**src/rtl/cache_refill_ctrl_pkg.sv**
```systemverilog
// Shared definitions for the cache refill controller.
// Holds the default geometry and the controller FSM state encoding.
package cache_refill_ctrl_pkg;
  localparam int DEF_INDEX_LENGTH   = 5;
  localparam int DEF_CACHE_LINES    = 32;
  localparam int DEF_TAG_LENGTH     = 8;
  localparam int DEF_WORDS_PER_LINE = 4;
  localparam int DEF_DATA_WIDTH     = 32;

  typedef enum logic [1:0] {
    ST_IDLE   = 2'd0,
    ST_LOOKUP = 2'd1,
    ST_FILL   = 2'd2,
    ST_COMMIT = 2'd3
  } refill_state_e;
endpackage

```
**src/rtl/cache_refill_ctrl_tag_store.sv**
```systemverilog
// cache_tag_store: per-line valid bit and tag.
// Ports:
//   clk, rstn            clock, synchronous active-low reset (clears all valid bits)
//   rd_index -> rd_valid, rd_tag   combinational read
//   wr_en, wr_index, wr_valid, wr_tag  synchronous write (tag only stored when wr_valid)
//   clr_en, clr_index    synchronous clear of one valid bit; wins over a same-cycle write
module cache_tag_store
  import cache_refill_ctrl_pkg::*;
#(
  parameter int INDEX_LENGTH = DEF_INDEX_LENGTH,
  parameter int CACHE_LINES  = DEF_CACHE_LINES,
  parameter int TAG_LENGTH   = DEF_TAG_LENGTH
) (
  input  logic                    clk,
  input  logic                    rstn,
  input  logic [INDEX_LENGTH-1:0] rd_index,
  output logic                    rd_valid,
  output logic [TAG_LENGTH-1:0]   rd_tag,
  input  logic                    wr_en,
  input  logic [INDEX_LENGTH-1:0] wr_index,
  input  logic                    wr_valid,
  input  logic [TAG_LENGTH-1:0]   wr_tag,
  input  logic                    clr_en,
  input  logic [INDEX_LENGTH-1:0] clr_index
);
  logic [CACHE_LINES-1:0]                 valid_q;
  logic [CACHE_LINES-1:0][TAG_LENGTH-1:0] tag_q;

  assign rd_valid = valid_q[rd_index];
  assign rd_tag   = tag_q[rd_index];

  // The clear is written last so an invalidate always beats a commit.
  always_ff @(posedge clk) begin
    if (!rstn) begin
      valid_q <= '0;
    end else begin
      if (wr_en)  valid_q[wr_index]  <= wr_valid;
      if (clr_en) valid_q[clr_index] <= 1'b0;
    end
  end

  // Tags need no reset: they are never looked at while the valid bit is low.
  always_ff @(posedge clk) begin
    if (wr_en && wr_valid) tag_q[wr_index] <= wr_tag;
  end
endmodule

```
**src/rtl/cache_refill_ctrl.sv**
```systemverilog
// cache_refill_ctrl: lookup / miss-refill controller for a direct-mapped cache.
// Ports:
//   clk_i, rstn_i                    clock, synchronous active-low reset
//   req_valid_i/req_ready_o, req_index_i, req_tag_i   lookup request handshake
//   hit_o, fill_done_o               one-cycle result pulses
//   inv_i, inv_index_i               line invalidate, any cycle
//   mem_req_o, mem_addr_o, mem_ack_i, mem_data_i      word refill from memory
//   line_we_o, line_index_o, line_word_o, line_data_o data-array write port
//   busy_o                           high whenever not IDLE
module cache_refill_ctrl
  import cache_refill_ctrl_pkg::*;
#(
  parameter int INDEX_LENGTH   = DEF_INDEX_LENGTH,
  parameter int CACHE_LINES    = DEF_CACHE_LINES,
  parameter int TAG_LENGTH     = DEF_TAG_LENGTH,
  parameter int WORDS_PER_LINE = DEF_WORDS_PER_LINE,
  parameter int DATA_WIDTH     = DEF_DATA_WIDTH,
  localparam int OFF_W         = $clog2(WORDS_PER_LINE),
  localparam int ADDR_W        = TAG_LENGTH + INDEX_LENGTH + OFF_W
) (
  input  logic                    clk_i,
  input  logic                    rstn_i,
  input  logic                    req_valid_i,
  output logic                    req_ready_o,
  input  logic [INDEX_LENGTH-1:0] req_index_i,
  input  logic [TAG_LENGTH-1:0]   req_tag_i,
  output logic                    hit_o,
  output logic                    fill_done_o,
  input  logic                    inv_i,
  input  logic [INDEX_LENGTH-1:0] inv_index_i,
  output logic                    mem_req_o,
  output logic [ADDR_W-1:0]       mem_addr_o,
  input  logic                    mem_ack_i,
  input  logic [DATA_WIDTH-1:0]   mem_data_i,
  output logic                    line_we_o,
  output logic [INDEX_LENGTH-1:0] line_index_o,
  output logic [OFF_W-1:0]        line_word_o,
  output logic [DATA_WIDTH-1:0]   line_data_o,
  output logic                    busy_o
);
  refill_state_e             state_q, state_d;
  logic [INDEX_LENGTH-1:0]   idx_q;
  logic [TAG_LENGTH-1:0]     tag_q;
  logic [OFF_W-1:0]          cnt_q;
  logic                      kill_q;

  logic                      rd_valid;
  logic [TAG_LENGTH-1:0]     rd_tag;
  logic                      st_wr_en, st_wr_valid;
  logic                      lookup_hit, inv_match;

  assign lookup_hit = rd_valid && (rd_tag == tag_q);
  assign inv_match  = inv_i && (inv_index_i == idx_q);

  cache_tag_store #(
    .INDEX_LENGTH (INDEX_LENGTH),
    .CACHE_LINES  (CACHE_LINES),
    .TAG_LENGTH   (TAG_LENGTH)
  ) u_tag_store (
    .clk       (clk_i),
    .rstn      (rstn_i),
    .rd_index  (idx_q),
    .rd_valid  (rd_valid),
    .rd_tag    (rd_tag),
    .wr_en     (st_wr_en),
    .wr_index  (idx_q),
    .wr_valid  (st_wr_valid),
    .wr_tag    (tag_q),
    .clr_en    (inv_i),
    .clr_index (inv_index_i)
  );

  always_ff @(posedge clk_i) begin
    if (!rstn_i) begin
      state_q <= ST_IDLE;
      idx_q   <= '0;
      tag_q   <= '0;
      cnt_q   <= '0;
      kill_q  <= 1'b0;
    end else begin
      state_q <= state_d;
      case (state_q)
        ST_IDLE: if (req_valid_i) begin
          idx_q <= req_index_i;
          tag_q <= req_tag_i;
        end
        ST_LOOKUP: if (!lookup_hit) begin
          cnt_q  <= '0;
          kill_q <= 1'b0;
        end
        ST_FILL: begin
          // Counter wraps to 0 on the last word, ready for the next fill.
          if (mem_ack_i) cnt_q <= cnt_q + 1'b1;
          if (inv_match) kill_q <= 1'b1;
        end
        default: kill_q <= 1'b0;
      endcase
    end
  end

  always_comb begin
    state_d     = state_q;
    hit_o       = 1'b0;
    fill_done_o = 1'b0;
    mem_req_o   = 1'b0;
    line_we_o   = 1'b0;
    st_wr_en    = 1'b0;
    st_wr_valid = 1'b0;
    case (state_q)
      ST_IDLE: if (req_valid_i) state_d = ST_LOOKUP;
      ST_LOOKUP: begin
        if (lookup_hit) begin
          hit_o   = 1'b1;
          state_d = ST_IDLE;
        end else begin
          // Drop the old line now so nothing can hit a half-filled line.
          st_wr_en = 1'b1;
          state_d  = ST_FILL;
        end
      end
      ST_FILL: begin
        mem_req_o = 1'b1;
        if (mem_ack_i) begin
          line_we_o = 1'b1;
          if (&cnt_q) state_d = ST_COMMIT;
        end
      end
      ST_COMMIT: begin
        fill_done_o = 1'b1;
        st_wr_en    = 1'b1;
        // An invalidate landing in this very cycle also kills the fill.
        st_wr_valid = !(kill_q || inv_match);
        state_d     = ST_IDLE;
      end
      default: state_d = ST_IDLE;
    endcase
  end

  assign req_ready_o  = (state_q == ST_IDLE);
  assign busy_o       = (state_q != ST_IDLE);
  assign mem_addr_o   = {tag_q, idx_q, cnt_q};
  assign line_index_o = idx_q;
  assign line_word_o  = cnt_q;
  assign line_data_o  = mem_data_i;
endmodule

```
**config.mk**
```make
export PLATFORM = sky130hd
export DESIGN_NAME = cache_refill_ctrl
export DESIGN_NICKNAME = d
export VERILOG_FILES = /design/src/rtl/cache_refill_ctrl_pkg.sv /design/src/rtl/cache_refill_ctrl_tag_store.sv /design/src/rtl/cache_refill_ctrl.sv
export SDC_FILE = /design/constraint.sdc
export NUM_CORES = 1
export LEC_CHECK = 0
export ABC_AREA = 0
export CAP_MARGIN = 20
export CORE_UTILIZATION = 58
export CTS_CLUSTER_DIAMETER = 60
export DETAILED_ROUTE_END_ITERATION = 8
export GPL_TIMING_DRIVEN = 1
export MAX_ROUTING_LAYER = met4
export PLACE_DENSITY = 0.79
export SLEW_MARGIN = 20
export SYNTH_ARGS = -nofsm -noshare
export SYNTH_HDL_FRONTEND = slang
export SYNTH_SLANG_ARGS = --single-unit
```
**constraint.sdc**
```tcl
create_clock -name clk_i -period 3.56 [get_ports clk_i]
set_input_delay 0.534 -clock clk_i [delete_from_list [all_inputs] [get_ports clk_i]]
set_output_delay 0.534 -clock clk_i [all_outputs]
set_load 0.02 [all_outputs]
```
# After elaboration in Yosys (flattened, before gate mapping)
# Cells that the tools add are included.
# op_classes
n_eq_ne	10
reduce_logical	15
addsub	1
muxes	35
bitwise	3
order_cmp	4
# ops
operator	n
bitwise mux 256 bit	1
2-to-1 mux 32 bit	3
binary-select mux 8 bit (select 5 bit)	1
demux 8 bit (select 5 bit)	1
AND 32 bit	1
bitwise mux 32 bit	1
NOT 32 bit	1
2-to-1 mux 8 bit	2
2-to-1 mux 1 bit	13
< comparator 5 x 6 -> 1 bit, second input constant	2
2-to-1 mux 2 bit	6
demux 1 bit (select 5 bit)	2
greater-or-equal comparator 5 x 1 -> 1 bit, second input constant	2
inequality test 2 bit, second input constant	5
AND reduction 3 bit	3
== test 8 bit	1
case mux 2 bit (4 select lines)	1
binary-select mux 1 bit (select 5 bit)	1
== test 5 bit	1
logical AND 1 bit	5
== test 2 bit, second input constant	2
case mux 2 bit (2 select lines)	1
AND reduction 2 bit	2
nonzero test 2 bit	2
other kinds (8)	8
# totals
elab_cells	106
out_inout_bits	60
reg_bits	306

# Logic depth before layout (Yosys ltp)
# depth
depth_word	10
ltp_mapped	11
depth_no_buf	8

# Modules after synthesis
# A second synthesis with hierarchy kept.
# unflattened
hier_cells	772
area_unflattened_um2	12826.1
# by_module_without_submodules
mod	instances	cells_per_inst	area_each_um2
cache_tag_store	1	617	11628.7
cache_refill_ctrl	1	155	1197.4

# Worst setup path before layout
# Ideal clock, no wire load.
# synth_timing
path_kind	register -> output
start	reg idx_q[0] (netlist: line_index_o[0])
end	out hit_o
stages_incl_launch_ff	10
n_path_buf	2
arrival_ns	3.150
setup_slack_ns	-0.124
cell_sequence	dfxtp_1 -> buf_2 -> buf_2 -> mux4_2 -> a221oi_1 -> a31o_1 -> nand4_1 -> nor4_4 -> nand2_1 -> nor2_1
# synth_between
elab_chain_cells	6
word_cells_on_any_way	8
cone_classes	eq/ne: 1; mux: 6; reduce/logical: 1
# synth_lines
item	line_no	source
start, declared	cache_refill_ctrl.sv:42	logic [INDEX_LENGTH-1:0] idx_q;
start signal, assigned	cache_refill_ctrl.sv:84	idx_q <= req_index_i;
binary-select mux 8 bit (select 5 bit)	cache_refill_ctrl_tag_store.sv:30	assign rd_tag = tag_q[rd_index];
2-to-1 mux 8 bit (not written as such)	cache_refill_ctrl_tag_store.sv:30	
== test 8 bit	cache_refill_ctrl.sv:52	assign lookup_hit = rd_valid && (rd_tag == tag_q);
logical AND 1 bit *	cache_refill_ctrl.sv:52	
2-to-1 mux 1 bit *	cache_refill_ctrl.sv:112	if (lookup_hit) begin
2-to-1 mux 1 bit *	cache_refill_ctrl.sv:109	case (state_q)
end, declared	cache_refill_ctrl.sv:27	output logic hit_o,
# Mark *: on every way between the ends. The rest lies on a longest branch, timed or not. The select of a mux whose other input is x is not followed.

# Worst setup path after layout
# Ends and elaborated chain as after synthesis.

==> qor.csv <==
stage,metric,value,unit
synthesis,Cells after Synth,826,
layout,diode count,0,
sta,minimum hold slack,0.492,ns
floorplan,I/O pins,115,
synthesis,Post-synth top flop,edfxtp_1,
floorplan,Die W,151,um
sta,maximum clock frequency,257,MHz
synthesis,largest family of logic cells by synthesized area,multiplexers,
synthesis,Synth cell types,51,
worst_setup_path,CP max-delay cell,mux4_2,
global_routing,initial antenna violation count,0,
floorplan,die area,22800,um2
route,DR vias/cell,6.70,
sta,worst setup margin,-0.332,ns
global_routing,gr ovfl total,0,
clock_network,CTS buffer count,31,
synthesis,register area share after synthesis,67.5,%
global_routing,global-route wire length before repair,51400,um
synthesis,Synth Area per Inst,15.6,um2
clock_network,clock-pin slew on the worst setup and hold paths,0.06,ns
clock_network,CTS tree,built,
worst_setup_path,CP Cell Sequence,buf_4 -> mux4_2 -> a22o_1 -> a221oi_2 -> a31o_2 -> nand4_1 -> nor4_4 -> nand2_2 -> nor2_4 -> buf_6,
synthesis,most common cell in the synthesized netlist,edfxtp_1,
power_and_ir_drop,peak supply drop,364,uV
worst_setup_path,"CP delay by family, top",simple AND/OR/NAND/NOR gates,
synthesis,simple-gate share of the synthesized area,6.70,%
placed_design,GP Congestion,0.947,
floorplan,core area,21800,um2
flow_run,Max-cap violations,0,
synthesis,post-synthesis net count,882,
worst_setup_path,crit end category,output port,
layout,Layout fillers,1348,
worst_setup_path,WP data required,3.03,ns
placed_design,Post-DP Area,14200,um2
synthesis,Ys Warns,0,
global_routing,Tot GR Track Use,32.7,%
placed_design,DPL Wire Length,22600,um
power_and_ir_drop,post-route total power,7750,uW
worst_setup_path,CP max stage delay,0.52,ns
sta,Clock Skew,0.0130,ns
synthesis,share of the synthesized area in the top cell type,59.7,%
sta,Slew HR,41.3,%
synthesis,Synth Area in XOR/XNOR,0.408,%
synthesis,share of flip-flops with an asynchronous set or reset,0,%
synthesis,"area leader, netlist",edfxtp_1,
worst_setup_path,Worst Path Max Fanout,6,
synthesis,Post-synth EDFFs,256,
synthesis,Synth top cells by count,"edfxtp_1, nand2_1, mux4_2",
synthesis,register bit total from synthesis,306,
sta,final-report hold violation count,0,
layout,"Core Util, Final",70.1,%
layout,Final Instance Area,15300,um2
global_routing,number of global-route vias before repair,8401,
route,Vias,8309,
layout,share of cells above drive strength 1,25.6,%
worst_hold_path,HP Class,flip-flop to flip-flop,
worst_setup_path,startpoint types,flip-flop,
sta,final setup fails,1,
status,status,"finished, violations left",
synthesis,compound-cell area share of the yosys netlist,7.80,%
global_routing,largest net degree at the start of global routing,35,
synthesis,leading post-synthesis cells by cell area,"edfxtp_1, mux4_2, dfxtp_1",
layout,Layout Nets,993,
worst_setup_path,WP buf/inv,2,
synthesis,mux share of post-synthesis cell area,13.4,%
worst_setup_path,CP Class,flip-flop to output port,
route,post-DR wirelength/cell,28.0,um
sta,RSZ-0062 raised after global routing,true,
floorplan,initial core utilization,59.0,%
clock_network,Worst-Skew Late Latency,0.55,ns
floorplan,Site Rows,54,
route,1st-iter DRT viols,1006,
placed_design,port bufs,50,
floorplan,Die Y,151,um
clock_network,clock sink count,306,
sta,"Slew Viols, Final",0,
synthesis,Synth Cell Area,12900,um2
route,DRC violations left,0,
power_and_ir_drop,static leakage,0.00503,uW
sta,post-layout min period,3.89,ns
clock_network,CTS Root Cell,clkbuf_16,
route,Routed WL,34800,um
sta,Final period util,109,%
route,Pre-antenna DRT Iters,5,
power_and_ir_drop,Power Density,507,nW/um2
status,violated checks,negative setup slack,
synthesis,Synth Area in Adders,0.0972,%
placed_design,pre-CTS WS,-0.392,ns
clock_network,Max Root-Sink Buffers,3,
sta,Slew @ Worst Pin,0.879,ns
route,Detail Route Antenna Nets,0,
clock_network,CTS H-Tree Depth,1,
layout,area grow syn2layout,18.7,%
worst_setup_path,crit path DAT,3.36,ns
-- flip-flops by register name, summed over array words and instances, names as in the netlist, named ones only --
register             cells
line_word_o              2
line_index_o             5
kill_q                   1
tag_q                    8
state_q                  1
u_tag_store.valid_q     32
u_tag_store.tag_q      256
-- logic make-up after synthesis --
| logic type | after synthesis |
|---|---|
| xor gates and xnor gates | 6 |
| DFF | 306 |
| adders and majority gates | 1 |
| buffers and inverters | 97 |
| AOI/OAI and AO/OA | 136 |
| and+or+nand+nor | 177 |
| muxes | 103 |
-- power breakdown --
group / switching [uW] / total, uW / internal [uW] / leakage [uW]
Clock: 1310 / 3180 / 1880 / 0.000486
Combinational: 370 / 644 / 274 / 0.00186
Sequential: 25.0 / 3930 / 3900 / 0.00268
Total: 1700 / 7750 / 6050 / 0.00503
-- tightest hold or removal path, cell delays in order (launching register included) --
cell	delay, ns
dfxtp_1	0.31
nand2_1	0.06
mux2i_1	0.07
-- layout by cell type, fill, tap and decap left out, drive strengths merged, types with 21 or more instances in the layout --
| master | n |
|---|---|
| nand2 | 58 |
| dfxtp | 50 |
| a31oi | 23 |
| buf | 120 |
| edfxtp | 256 |
| mux2i | 46 |
| mux4 | 55 |
| clkbuf | 47 |
| nor2 | 49 |
| a22oi | 22 |
| clkdlybuf4s50 | 49 |
| o221ai | 21 |
-- per-stage QoR --
stage / cells / TNS [ns]
detailed placement: 1180 / -2.84
finish: 1241 / -0.332
global placement: 1180 / -2.31
CTS: 1239 / -0.242
global route: 1241 / -0.412
floorplan: 826 / 0
-- layer usage --
metal	share of wire, %	vias to the layer above	global-route usage [%]	wire (um)
li1	-	3470	-	-
met4	4.8	0	17.0	1690
met1	37	4129	42.4	12800
met3	11	120	5.45	3690
met5	0	-	-	0
met2	48	590	50.2	16600
-- cell type report --
type	instances	area, um2	area share, %
clock buffer	47	897	5.87
clock inverter	10	108	0.704
inverter	6	22.5	0.147
multi-input combinational	423	3730	24.4
sequential	306	8700	56.9
tap	280	350	2.29
timing repair buffer	169	1480	9.70
-- worst paths after layout --
kind,cells past startpoint,to,from,slack [ns]
min,2,u_tag_store.valid_q[17],u_tag_store.valid_q[17],0.49
max,10,hit_o,line_index_o[0],-0.33
max reg2reg,12,u_tag_store.valid_q[24],line_index_o[0],0.22
min reg2reg,2,u_tag_store.valid_q[17],u_tag_store.valid_q[17],0.49
-- timing repair --
action | 4_1_cts | 5_1_grt
hold buffers | 0 | 0
setup endpoints to repair | 17 | 1
pin swaps | 5 | 5
gates resized for setup | 19 | 2
buffers inserted | 2 | 2
Note: power is estimated with default switching activity, not from simulation.
